$ cat config.mk
export PLATFORM = sky130hd
export DESIGN_NAME = i2c_switch
export DESIGN_NICKNAME = d
export VERILOG_FILES = /design/src/rtl/i2c_switch.sv
export SDC_FILE = /design/constraint.sdc
export NUM_CORES = 1
export LEC_CHECK = 0
export BUFFER_PORTS_ARGS = -buffer_cell sky130_fd_sc_hd__buf_2
export CAP_MARGIN = 10
export CELL_PAD_IN_SITES_DETAIL_PLACEMENT = 0
export CELL_PAD_IN_SITES_GLOBAL_PLACEMENT = 2
export CORE_ASPECT_RATIO = 2
export CORE_MARGIN = 2
export CORE_UTILIZATION = 35
export DETAILED_ROUTE_END_ITERATION = 6
export PLACE_DENSITY_LB_ADDON = 0.1
export SKIP_CTS_REPAIR_TIMING = 1
export SYNTH_ARGS = -nofsm -noshare
export SYNTH_HDL_FRONTEND = slang
export SYNTH_SLANG_ARGS = --single-unit
$ cat constraint.sdc
create_clock -name clk -period 2.5 [get_ports clk]
set_clock_uncertainty 0.05 [all_clocks]
set_input_delay 0.5 -clock clk [delete_from_list [all_inputs] [get_ports clk]]
set_output_delay 0.5 -clock clk [all_outputs]
set_load 0.01 [all_outputs]
$ cat src/rtl/i2c_switch.sv
// rtl/i2c_switch.sv - I2C channel mux/switch with control-register slave, bus monitor and stuck-SCL fault
module i2c_single_reg #(
    parameter logic [6:0] DEV_ADDR = 7'h70
) (
    input  logic       clk,
    input  logic       rst,
    input  logic       sda,
    input  logic       scl_rise,
    input  logic       scl_fall,
    input  logic       start,
    input  logic       stop,
    output logic       sda_t,
    output logic [7:0] reg_value,
    output logic       wr_pulse
);
    typedef enum logic [2:0] {S_IDLE, S_ADDR, S_AACK, S_WR, S_WACK, S_RD, S_RACK} state_t;
    state_t     state_q, state_d;
    logic [7:0] sr_q, sr_d, reg_q, reg_d;
    logic [3:0] cnt_q, cnt_d;
    logic       rw_q, rw_d, nack_q, nack_d, wr_q, wr_d;

    // State and datapath registers
    always_ff @(posedge clk) begin
        if (rst) begin
            state_q <= S_IDLE;
            sr_q    <= '0;
            reg_q   <= '0;
            cnt_q   <= '0;
            rw_q    <= 1'b0;
            nack_q  <= 1'b0;
            wr_q    <= 1'b0;
        end else begin
            state_q <= state_d;
            sr_q    <= sr_d;
            reg_q   <= reg_d;
            cnt_q   <= cnt_d;
            rw_q    <= rw_d;
            nack_q  <= nack_d;
            wr_q    <= wr_d;
        end
    end

    // Next-state: bits are sampled on SCL rise, the slave's own SDA changes after SCL fall
    always_comb begin
        state_d = state_q;
        sr_d    = sr_q;
        reg_d   = reg_q;
        cnt_d   = cnt_q;
        rw_d    = rw_q;
        nack_d  = nack_q;
        wr_d    = 1'b0;
        if (start) begin
            state_d = S_ADDR;
            cnt_d   = '0;
        end else if (stop) begin
            state_d = S_IDLE;
        end else begin
            case (state_q)
                S_ADDR, S_WR: begin
                    if (scl_rise) begin
                        sr_d  = {sr_q[6:0], sda};
                        cnt_d = cnt_q + 4'd1;
                    end else if (scl_fall && cnt_q == 4'd8) begin
                        if (state_q == S_WR) begin
                            reg_d   = sr_q;
                            wr_d    = 1'b1;
                            state_d = S_WACK;
                        end else if (sr_q[7:1] == DEV_ADDR) begin
                            rw_d    = sr_q[0];
                            state_d = S_AACK;
                        end else begin
                            state_d = S_IDLE;
                        end
                    end
                end
                S_AACK, S_WACK: begin
                    if (scl_fall) begin
                        cnt_d = '0;
                        if (state_q == S_AACK && rw_q) begin
                            state_d = S_RD;
                            sr_d    = reg_q;
                        end else begin
                            state_d = S_WR;
                        end
                    end
                end
                S_RD: begin
                    if (scl_fall) begin
                        sr_d  = {sr_q[6:0], 1'b1};
                        cnt_d = cnt_q + 4'd1;
                        if (cnt_q == 4'd7) state_d = S_RACK;
                    end
                end
                S_RACK: begin
                    if (scl_rise) begin
                        nack_d = sda;
                    end else if (scl_fall) begin
                        cnt_d   = '0;
                        sr_d    = reg_q;
                        state_d = nack_q ? S_IDLE : S_RD;
                    end
                end
                default: ;
            endcase
        end
    end

    // Outputs: ACK slots pull SDA low, read slots present the shift-register MSB
    always_comb begin
        sda_t     = !(state_q == S_AACK || state_q == S_WACK) && (state_q != S_RD || sr_q[7]);
        reg_value = reg_q;
        wr_pulse  = wr_q;
    end
endmodule

module i2c_switch #(
    parameter int         PORTS      = 4,
    parameter int         MODE       = 0,
    parameter int         FILTER_LEN = 4,
    parameter logic [6:0] DEV_ADDR   = 7'h70,
    parameter int         TIMEOUT    = 0
) (
    input  logic             clk,
    input  logic             rst,
    output logic [PORTS-1:0] selected_port,
    output logic             fault,
    output logic [PORTS-1:0] fault_port,
    input  logic             slave_scl_i,
    input  logic             slave_sda_i,
    output logic             slave_scl_o,
    output logic             slave_scl_t,
    output logic             slave_sda_o,
    output logic             slave_sda_t,
    input  logic [PORTS-1:0] master_scl_i,
    input  logic [PORTS-1:0] master_sda_i,
    output logic [PORTS-1:0] master_scl_o,
    output logic [PORTS-1:0] master_scl_t,
    output logic [PORTS-1:0] master_sda_o,
    output logic [PORTS-1:0] master_sda_t
);
    localparam int B  = $clog2(PORTS);
    localparam int CW = (TIMEOUT > 0) ? $clog2(TIMEOUT + 1) : 1;
    localparam logic [CW-1:0] TMAX = CW'(TIMEOUT);

    typedef enum logic {M_IDLE, M_BUSY} mon_t;
    mon_t mon_q, mon_d;

    logic [FILTER_LEN-1:0] scl_sh_q, scl_sh_d, sda_sh_q, sda_sh_d;
    logic scl_f_q, scl_f_d, sda_f_q, sda_f_d, scl_p_q, scl_p_d, sda_p_q, sda_p_d;
    logic start, stop, scl_rise, scl_fall, bus_idle, reg_sda_t, wr_pulse;
    logic [7:0] reg_value;
    logic [PORTS-1:0] dec_mask, stuck, pend_q, pend_d, act_q, act_d, fport_q, fport_d;
    logic [PORTS-1:0] mscl_t_q, mscl_t_d, msda_t_q, msda_t_d;
    logic fault_q, fault_d, sscl_t_q, sscl_t_d, ssda_t_q, ssda_t_d;
    logic [CW-1:0] cnt_q, cnt_d;

    i2c_single_reg #(.DEV_ADDR(DEV_ADDR)) u_reg (
        .clk(clk), .rst(rst), .sda(sda_f_q), .scl_rise(scl_rise), .scl_fall(scl_fall),
        .start(start), .stop(stop), .sda_t(reg_sda_t), .reg_value(reg_value), .wr_pulse(wr_pulse)
    );

    // Datapath registers; reset releases every line immediately
    always_ff @(posedge clk) begin
        if (rst) begin
            scl_sh_q <= '1;  sda_sh_q <= '1;
            scl_f_q  <= 1'b1; sda_f_q <= 1'b1; scl_p_q <= 1'b1; sda_p_q <= 1'b1;
            pend_q   <= '0;  act_q    <= '0;  fport_q <= '0;  fault_q <= 1'b0;
            cnt_q    <= '0;
            mscl_t_q <= '1;  msda_t_q <= '1;  sscl_t_q <= 1'b1; ssda_t_q <= 1'b1;
        end else begin
            scl_sh_q <= scl_sh_d; sda_sh_q <= sda_sh_d;
            scl_f_q  <= scl_f_d;  sda_f_q  <= sda_f_d; scl_p_q <= scl_p_d; sda_p_q <= sda_p_d;
            pend_q   <= pend_d;   act_q    <= act_d;   fport_q <= fport_d; fault_q <= fault_d;
            cnt_q    <= cnt_d;
            mscl_t_q <= mscl_t_d; msda_t_q <= msda_t_d; sscl_t_q <= sscl_t_d; ssda_t_q <= ssda_t_d;
        end
    end

    // Glitch filter: a filtered line only moves once the whole history agrees
    always_comb begin
        scl_sh_d = (scl_sh_q << 1) | FILTER_LEN'(slave_scl_i);
        sda_sh_d = (sda_sh_q << 1) | FILTER_LEN'(slave_sda_i);
        scl_f_d  = (&scl_sh_q) ? 1'b1 : ((|scl_sh_q) ? scl_f_q : 1'b0);
        sda_f_d  = (&sda_sh_q) ? 1'b1 : ((|sda_sh_q) ? sda_f_q : 1'b0);
        scl_p_d  = scl_f_q;
        sda_p_d  = sda_f_q;
        start    = scl_f_q & scl_p_q & sda_p_q & ~sda_f_q;
        stop     = scl_f_q & scl_p_q & ~sda_p_q & sda_f_q;
        scl_rise = scl_f_q & ~scl_p_q;
        scl_fall = ~scl_f_q & scl_p_q;
    end

    // Bus monitor state register
    always_ff @(posedge clk) begin
        if (rst) mon_q <= M_IDLE;
        else     mon_q <= mon_d;
    end

    // Bus monitor next state: a repeated START leaves it in BUSY
    always_comb begin
        mon_d = mon_q;
        if (start)     mon_d = M_BUSY;
        else if (stop) mon_d = M_IDLE;
    end

    // Bus monitor output
    always_comb bus_idle = (mon_q == M_IDLE);

    // Register decode into a channel mask
    always_comb begin
        dec_mask = '0;
        if (MODE == 0) begin
            if (reg_value[B] && (32'(reg_value[B-1:0]) < PORTS))
                dec_mask = PORTS'(1) << reg_value[B-1:0];
        end else begin
            dec_mask = reg_value[PORTS-1:0];
        end
    end

    // Mask, fault and forwarding logic; a fault overrides any mask load in the same cycle
    always_comb begin
        stuck   = act_q & mscl_t_q & ~master_scl_i;
        pend_d  = wr_pulse ? dec_mask : pend_q;
        act_d   = act_q;
        fault_d = fault_q;
        fport_d = fport_q;
        if (bus_idle) begin
            act_d = fault_q ? '0 : pend_q;
            if (fault_q && reg_value == 8'd0) begin
                fault_d = 1'b0;
                fport_d = '0;
            end
        end
        cnt_d = '0;
        if (TIMEOUT > 0 && |stuck) begin
            cnt_d = (cnt_q == TMAX) ? cnt_q : cnt_q + 1'b1;
            if (cnt_q == TMAX - 1'b1) begin
                fault_d = 1'b1;
                fport_d = stuck;
                act_d   = '0;
                pend_d  = '0;
            end
        end
        mscl_t_d = ~act_q | {PORTS{slave_scl_i | ~sscl_t_q}};
        msda_t_d = ~act_q | {PORTS{slave_sda_i | ~ssda_t_q}};
        sscl_t_d = &(~act_q | master_scl_i | ~mscl_t_q);
        ssda_t_d = reg_sda_t & (&(~act_q | master_sda_i | ~msda_t_q));
    end

    assign selected_port = act_q;
    assign fault         = fault_q;
    assign fault_port    = fport_q;
    assign slave_scl_t   = sscl_t_q;
    assign slave_scl_o   = sscl_t_q;
    assign slave_sda_t   = ssda_t_q;
    assign slave_sda_o   = ssda_t_q;
    assign master_scl_t  = mscl_t_q;
    assign master_scl_o  = mscl_t_q;
    assign master_sda_t  = msda_t_q;
    assign master_sda_o  = msda_t_q;
endmodule

* Word level (Yosys, flattened, before mapping) *
Cells that the tools add are included.

storage, ports and cells
  register bits = 57
  output and inout port bits = 29
  word-level logic and storage cells = 141
  input bits = 12

cells by class
  bitwise logic cells = 33
  eq/ne operators = 26
  shifts and indexed selects = 1
  reduce and logical (&&, ||, !) cells = 29
  muxes and demuxes = 30
  $add $sub $neg = 1

operators with widths
  kind                                                   count
  two-way mux 8 bit                                      6
  one-hot mux 8 bit (4 select lines)                     1
  two-way mux 3 bit                                      10
  bitwise OR 4 bit                                       6
  two-way mux 4 bit                                      5
  inequality test 4 x 3 -> 1 bit, second input constant  5
  AND reduction 4 bit                                    5
  one-hot mux 4 bit (4 select lines)                     1
  AND reduction 8 bit                                    2
  inequality test 2 x 1 -> 1 bit, second input constant  6
  NOT 1 bit                                              12
  NOT 4 bit                                              3
  one-hot mux 3 bit (4 select lines)                     1
  OR reduction 2 bit                                     5
  equality test 3 bit, second input constant             3
  AND reduction 9 bit                                    1
  AND 1 bit                                              8
  inequality test 4 bit, second input constant           2
  bitwise OR 4 x 1 -> 4 bit                              2
  OR reduction 4 bit                                     2
  equality test 7 bit, second input constant             1
  AND reduction 7 bit                                    1
  equality test 3 x 2 -> 1 bit, second input constant    2
  inequality test 2 bit, second input constant           3
  19 further kinds                                       27

* Longest topological paths before layout *
Gate-level depths: netlist (run 1).

  word-level depth = 8
  depth in mapped cells = 8

* Hierarchy *
Synthesis (run 1) repeated with hierarchy kept, for this count alone.

second synthesis, totals
  cell total of the unflattened synthesis = 277
  area total of the unflattened synthesis = 2618.8 µm²

by module, submodules not included
  module          area each (µm²)  times used  cells an instance  seq. area each (µm²)
  i2c_single_reg  1442.6           1           156                520.5
  i2c_switch      1176.1           1           121                620.6

* Worst setup path after synthesis (run 1) *
Ideal clock, no wire load.

  path kind = reg2reg
  start point = register u_reg.cnt_q[0]
  end point = register u_reg.reg_q[7], in the netlist u_reg.reg_value[7]
  setup slack = 0.702 ns
  cell stages (with the launch flop) = 9
  period minus slack after synthesis = 1.798 ns
  arrival time = 1.620 ns
  data required time = 2.322 ns
  setup time = 0.128 ns
  path through = dfxtp_1 -> inv_1 -> ha_1 -> nand4b_1 -> or3b_4 -> nor3b_2 -> buf_6 -> mux2i_1 -> nor2_1

on the way
  word-level cells in the longest chain between the ends = 3

ends and longest elaborated chain
  item                                  RTL line  source
  from (decl)                           19        logic [3:0] cnt_q, cnt_d;
  from (signal assigned)                36        cnt_q <= cnt_d;
  equality test 4 bit                   63        end else if (scl_fall && cnt_q == 4'd8) begin
  logical AND 1 bit                     63
  AND reduction 6 bit (no source line)  -
  to (signal assigned)                  35        reg_q <= reg_d;
  to (decl)                             18        logic [7:0] sr_q, sr_d, reg_q, reg_d;

Every way passes these cells.
A chain may end at the register's enable or synchronous reset.

* Worst setup path in the final report (run 1) *
  start point = register u_reg.state_q[2]
  end point = register u_reg.sr_q[0]

on the way
  word-level cells in the longest chain between the ends = 4

ends and longest elaborated chain
  item                                                                     RTL line  source
  from (decl)                                                              17        state_t state_q, state_d;
  from (signal assigned)                                                   33        state_q <= state_d;
  equality test 3 bit (tied with other cells)                              58        case (state_q)
  OR reduction 2 bit / logical AND 1 bit (equally long branches)           58, 79
  inequality test 2 x 1 -> 1 bit (no source line) (tied with other cells)  -
  AND reduction 9 bit (no source line)                                     -
  to (signal assigned)                                                     34        sr_q <= sr_d;
  to (decl)                                                                18

Several ways; a longest one is shown, not always the timed one.

==> summary.txt, run 1 <==
Routing
  – DRT antenna net count: 0
  – Pre-Repair DR Iteration Count: 4
  – Wirelength, routed: 5.840 mm
  – Routed len/inst: 14.94 um
  – # DRC: 0
  – DRT iter0 DRCs: 62
  – DR vias: 1931
  – Vias per cell: 4.939

Die
  – Chip Width: approximately 65 um
  – Num ports: 41
  – Rows: 44
  – Starting density of the core: between 30% and 40%
  – Core Area: about 7200 um^2
  – Die ar.: 8101 um^2
  – Die Height: 125.3 um

CTS
  – TritonCTS Buffers: 9
  – Clock tree buffer depth: 2
  – Clk sinks: 57
  – Worst-Skew Late Latency: 320 ps
  – CTS H-Tree Depth: 3
  – Clock slew at reported path FFs: 50 ps
  – Root buf cell: clkbuf_16
  – CTS tree: yes

Critical path
  – Max FO, Critical Path: 15
  – Slowest stage cell, crit path: dfxtp_1
  – WP data arrival: 2260 ps
  – Buf/Inv on CP: 0
  – CP Capture Type: flip-flop
  – Req. time, crit path: 2650 ps
  – CP Launch Type: flip-flop
  – Cell Chain, Critical Path: nand2b_1 > a21boi_1 > o21ba_1 > mux2i_1 > nor2_1
  – Worst stage delay on the critical path: 630 ps
  – Setup CP Type: reg2reg
  – Crit-path leading delay family: compound AO/OA/AOI/OAI gates

Timing
  – RSZ-0062 raised after global routing: no
  – Final setup violation count: 0
  – Max_slew headroom: 53.51%
  – Worst hold margin: 327.3 ps
  – Tcrit/Tclk final: 84.20%
  – Fin crit period: 2105 ps
  – Slew at the pin with the worst max-slew slack: 697.4 ps
  – Slew Viols, Final: 0
  – FMAX: roughly 480 MHz
  – Setup_tns: 0 ps
  – Hold Violations, Final: 0

Global route
  – Met3 Use GR: under 10%
  – Vias in the first global route: 1984
  – Grt ovf: 0
  – Met2 Use GR: 29.47%
  – Largest net degree at the start of global routing: 28
  – Antenna violations before repair: 0
  – Met1 usage: 16.90%
  – Global-route wire length before repair: 9.970 mm
  – Grt peak-use layer: met2
  – Overall Global Routing Usage: 16.38%

Power and ir drop
  – Peak supply drop: ~360 uV
  – Switching share of power: 19.88%
  – Overall Power: 0.002149 W
  – Seq pwr share: 42.7%
  – Leakage: roughly 1.2 nW
  – Gate power share: 1.6%
  – PD cells: 714.9 nW/um^2
  – Net load switching power: 0.0004272 W
  – Clock share of power: 55.7%
  – Cell Int Power: 0.001721 W

Finish
  – Non-Filler Instances: between 300 and 400
  – Commonest non-fill, non-tap cell in the layout: dfxtp_1
  – Nets: 308
  – Fraction of layout cells with a size suffix above 1: around 25%
  – Most frequent cells in the layout: dfxtp_1, buf_2, nor2_1, mux2i_1
  – ANT cells: 0
  – Fill cells: 758
  – Area growth syn-to-layout: 16.72%

Synthesis
  – Distinct cells, synth: between 50 and 60
  – XOR/XNOR share of the synthesized area: 1.361%
  – Synth Register Bits: 57
  – Simple-gate share of the synthesized area: 20.85%
  – Register area share after synthesis: 44.31%
  – Area fraction in compound gates after synthesis: 13.75%
  – Post-synth EDFFs: 0
  – Syn avg cell area: 9.537 um^2
  – Syn. warnings: 0
  – Share of flip-flops with an asynchronous set or reset: 0%
  – Post-Synth Adder-Cell Area: less than 1%
  – Post-synthesis cell area: 2575 um^2
  – Largest family of logic cells by synthesized area: simple AND/OR/NAND/NOR gates
  – Mux cell area share after synthesis: 9.718%
  – Gate Count Post-Synth: 270
  – Top FF cell, synth: dfxtp_1

Place
  – Routability cong.: 0.7739
  – Placed Cells incl. Taps: 375
  – PortBufs: 35
  – Dpl hpwl: approximately 4.2 mm

Run status
  – Run status: finished, final reports clean

Hold path
  – Worst Hold Class: in2reg

Job
  – # Max-Cap Violations: 0
-- per-layer routing --
layer	part of all wire [%]	wire (um)
met3	3.4	199
met1	40	2313
met2	55	3205
met4	2.1	123
met5	0	0
-- cells by family (layout without fill, tap and decap cells) --
family,Yosys count,in the layout
buffers and inverters,39,64
AND/OR/NAND/NOR,94,94
multiplexers,25,25
XOR/XNOR,4,4
adder cells (fa/ha/maj),2,2
AO/OA/AOI/OAI,48,48
other,1,5
flip-flops,57,57
-- worst paths after layout --
kind,endpoint,cells past startpoint,start,slack (ps)
setup reg to reg,u_reg.sr_q[0]$_SDFFE_PP0P_,5,u_reg.state_q[2]$_SDFFE_PP0P_,390
hold reg to reg,scl_sh_q[3]$_SDFF_PP1_,1,scl_sh_q[2]$_SDFF_PP1_,400
setup / recovery,u_reg.sr_q[0]$_SDFFE_PP0P_,5,u_reg.state_q[2]$_SDFFE_PP0P_,390
hold / removal,scl_sh_q[0]$_SDFF_PP1_,2,slave_scl_i,330
-- cell type report --
type                    count  area, um^2  share of cell area [%]
clock buffers              13       250.2                   8.326
repair buffers             39       205.2                   6.828
clock inverters             3       40.04                   1.332
flip-flops and latches     57        1141                   37.97
multi-input cells         178        1220                   40.59
inverters                   9       33.78                   1.124
well taps                  92       115.1                   3.830
-- synthesized netlist by cell type (2+ instances only) --
cell type | count | area (um^2)
dfxtp_1 | 57 | 1141
nand2_1 | 11 | 41.29
a31oi_1 | 4 | 25.02
mux2i_1 | 25 | 250.2
or2_2 | 11 | 68.82
or3_1 | 3 | 18.77
nand4b_1 | 4 | 35.03
buf_6 | 3 | 33.78
o21bai_1 | 3 | 22.52
and3b_1 | 2 | 17.52
buf_2 | 3 | 15.01
nand3b_1 | 6 | 45.04
nor2_1 | 33 | 123.9
xor2_1 | 2 | 17.52
o21ai_0 | 9 | 45.04
clkbuf_1 | 9 | 33.78
a21oi_1 | 11 | 55.05
inv_1 | 9 | 33.78
nand2b_1 | 6 | 37.54
ha_1 | 2 | 25.02
a211oi_2 | 7 | 87.58
xnor2_1 | 2 | 17.52
nand3_1 | 3 | 15.01
a21o_1 | 2 | 15.01
buf_4 | 15 | 112.6
nor2b_1 | 2 | 12.51
a41o_1 | 2 | 20.02
-- per-stage QoR --
stage	setup WS, ps	util [%]	instance area [um^2]
6_report	394.9	41.67	3005
2_1_floorplan	702.3	-	2590
5_1_grt	165.3	41.67	3005
4_1_cts	383.3	41.67	3005
3_5_place_dp	398.7	37.65	2715
3_3_place_gp	421.7	37.65	2715
-- power groups by stage --
stage                     Combinational (W)  Clock [W]  Sequential, W
after floorplan                   0.0000281          0       0.000935
after global placement            0.0000356          0       0.000935
after detailed placement          0.0000360          0       0.000935
after CTS                         0.0000360    0.00123       0.000917
after global routing              0.0000395    0.00127       0.000917
final                             0.0000353    0.00120       0.000917
Note: power is estimated with default switching activity, not from simulation.
==> run 2: changes to the inputs <==
--- a/config.mk
+++ b/config.mk
@@ -5,13 +5,14 @@
 export SDC_FILE = /design/constraint.sdc
 export NUM_CORES = 1
 export LEC_CHECK = 0
+export ABC_AREA = 1
 export BUFFER_PORTS_ARGS = -buffer_cell sky130_fd_sc_hd__buf_2
 export CAP_MARGIN = 10
 export CELL_PAD_IN_SITES_DETAIL_PLACEMENT = 0
 export CELL_PAD_IN_SITES_GLOBAL_PLACEMENT = 2
 export CORE_ASPECT_RATIO = 2
 export CORE_MARGIN = 2
-export CORE_UTILIZATION = 35
+export CORE_UTILIZATION = 29
 export DETAILED_ROUTE_END_ITERATION = 6
 export PLACE_DENSITY_LB_ADDON = 0.1
 export SKIP_CTS_REPAIR_TIMING = 1
==> constraint.sdc (replaced) <==
create_clock -name clk -period 1.87 [get_ports clk]
set_clock_uncertainty 0.05 [all_clocks]
set_input_delay 0.374 -clock clk [delete_from_list [all_inputs] [get_ports clk]]
set_output_delay 0.374 -clock clk [all_outputs]
set_load 0.01 [all_outputs]
==> summary.txt, run 2 <==
Global route
  – Met3 Use GR: 3.259%
  – Global-route wire length before repair: 11.18 mm
  – Largest net degree at the start of global routing: 28
  – Vias in the first global route: 2230
  – Grt ovf: 0
  – Antenna violations before repair: 0
  – Met1 usage: 13.96%
  – Overall Global Routing Usage: 14.98%
  – Met2 Use GR: 29.48%
  – Grt peak-use layer: met2

CTS
  – Clock tree buffer depth: 2
  – TritonCTS Buffers: 9
  – Root buf cell: clkbuf_16
  – CTS H-Tree Depth: 3
  – Clk sinks: 57
  – CTS tree: yes
  – Worst-Skew Late Latency: 320 ps
  – Clock slew at reported path FFs: 50 ps

Finish
  – Multi-input gate area: 1209 um^2
  – Nets: 402
  – ANT cells: 0
  – Sequential cell area: 1141 um^2
  – Fraction of layout cells with a size suffix above 1: 24.68%
  – Most frequent cells in the layout: nand2_1, dfxtp_1, nor2_1, inv_1, buf_2
  – Final instance area: 3167 um^2
  – Area growth syn-to-layout: 18.94%
  – Fill cells: 978

Routing
  – DR vias: 2267
  – DRT iter0 DRCs: 59
  – # DRC: 0
  – Vias per cell: roughly 4.6
  – Pre-Repair DR Iteration Count: 4
  – DRT antenna net count: 0
  – Wirelength, routed: 7.002 mm
  – Routed len/inst: 14.15 um

Synthesis
  – Distinct cells, synth: 33
  – Synth Register Bits: 57
  – Top FF cell, synth: dfxtp_1
  – Top post-synthesis cells by area: dfxtp_1, nand2_1, nor2_1
  – Syn. warnings: 0
  – Post-synthesis cell area: around 2700 um^2
  – Post-synth top area share: 42.86%
  – Post-synth top area cell: dfxtp_1
  – Share of flip-flops with an asynchronous set or reset: 0%
  – Post-synth EDFFs: 0
  – Gate Count Post-Synth: 356
  – Syn avg cell area: roughly 7.5 um^2
  – Register area share after synthesis: 42.86%
  – Synth cell count leaders: dfxtp_1, nand2_1, nor2_1, inv_1

Die
  – Num ports: 41
  – Die Height: 139.5 um
  – Die ar.: 10010 um^2
  – Core Area: 8951 um^2
  – Chip Width: 71.76 um
  – Rows: 49
  – Starting density of the core: between 20% and 30%

Critical path
  – WP depth: 8
  – CP Launch Type: flip-flop
  – WP data arrival: 1850 ps
  – Worst stage delay on the critical path: roughly 350 ps
  – R2R cell count: 8
  – Crit path launch: u_reg.cnt_q[0]$_SDFFE_PP0P_
  – CP Capture Type: flip-flop
  – Max FO, Critical Path: 16
  – Slowest stage cell, crit path: nor2_4
  – Buf/Inv on CP: 2
  – Crit-path leading delay family: simple AND/OR/NAND/NOR gates
  – Req. time, crit path: 2070 ps
  – Most Frequent Cell on Critical Path: inv_1
  – Setup CP Type: reg2reg
  – Cell Chain, Critical Path: inv_1 > ha_1 > nand2_1 > inv_1 > nand3_1 > nor2_4 > o21ai_0 > a21oi_1
  – R2R Path Start: u_reg.cnt_q[0]$_SDFFE_PP0P_

Hold path
  – Worst Hold Class: in2reg
  – Critical hold path startpoint: slave_sda_i
  – Hold Crit Depth: 2

Power and ir drop
  – PD cells: 993.9 nW/um^2
  – Peak supply drop: 471.5 uV
  – Overall Power: 0.003148 W
  – Leakage: around 1.3 nW

Timing
  – Hold Violations, Final: 0
  – Slew Viols, Final: 0
  – RSZ-0062 raised after global routing: no
  – Tcrit/Tclk final: 88.33%
  – Final setup violation count: 0
  – Fin crit period: 1652 ps
  – FMAX: 605.4 MHz
  – Setup_tns: 0 ps

Run status
  – Run status: finished, final reports clean

Place
  – PortBufs: 35
  – Dpl hpwl: 5.334 mm
  – DP Area: 2855 um^2
  – Routability cong.: 0.7886

Job
  – # Max-Cap Violations: 0
run 2: changes by cell type in the layout (fill, tap and decap cells not counted), sizes merged, moves of 4 or more:
cell,change
nand4b,-4
nand2b,-6
nand2,+54
inv,+35
mux2i,-25
a211oi,-8
nand4,+7
a31oi,-4
o21ai,+17
nor2,+29
nand3,+24
a21oi,+8
run 2: final cells by class:
cell class	count	share of cell area, %
multi-input cells	236	38.17
flip-flops and latches	57	36.03
clock buffers	10	7.230
repair buffers	40	6.717
inverters	44	5.215
well taps	102	4.030
clock inverters	6	2.608
run 2: worst register-to-register path: stages, from the launching register on:
cell,delay [ps]
dfxtp_1,330
inv_1,90
ha_1,140
nand2_1,50
inv_1,50
nand3_1,210
nor2_4,350
o21ai_0,150
a21oi_1,150
run 2: path summary, 6_finish.rpt:
path | end | slack, ps
max | u_reg.reg_value[3]$_SDFFE_PP0P_ | 220
min | sda_sh_q[0]$_SDFF_PP1_ | 200
min reg2reg | pend_q[0]$_SDFFE_PP0P_ | 410
max reg2reg | u_reg.reg_value[3]$_SDFFE_PP0P_ | 220
run 2: cells by family after synthesis:
logic type	Yosys count	share of synthesized area, %
simple gates	178	32.94
buf+inv	67	12.31
flops	57	42.86
compound gates	50	10.48
fa+ha+maj	2	0.9397
xor+xnor	1	0.3290
other cells	1	0.1408
run 2: where the power goes:
group / switching, W / leakage [nW] / total [W] / internal (W)
sequential: 0.0000170 / 0.461 / 0.00125 / 0.00124
combinational: 0.000119 / 0.716 / 0.000178 / 0.0000596
clock: 0.000560 / 0.152 / 0.00172 / 0.00116
total: 0.000695 / 1.33 / 0.00315 / 0.00245
run 2: per-layer routing:
| layer | vias up | routed length (um) |
|---|---|---|
| li1 | 1187 | - |
| met1 | 1019 | 2583 |
| met2 | 55 | 3993 |
| met3 | 6 | 300 |
| met4 | 0 | 124 |
| met5 | - | 0 |
run 2: through the flow:
stage | worst slack, ps | instances | hold WS [ps] | utilization (%)
2_1_floorplan | 492.7 | 360 | 387.3 | -
3_3_place_gp | 224.4 | 479 | 403.5 | 31.90
3_5_place_dp | 211.9 | 479 | 403.6 | 31.90
4_1_cts | 194.2 | 495 | 194.6 | 35.38
5_1_grt | 50.02 | 495 | 212.4 | 35.38
6_report | 218.2 | 495 | 204.8 | 35.38
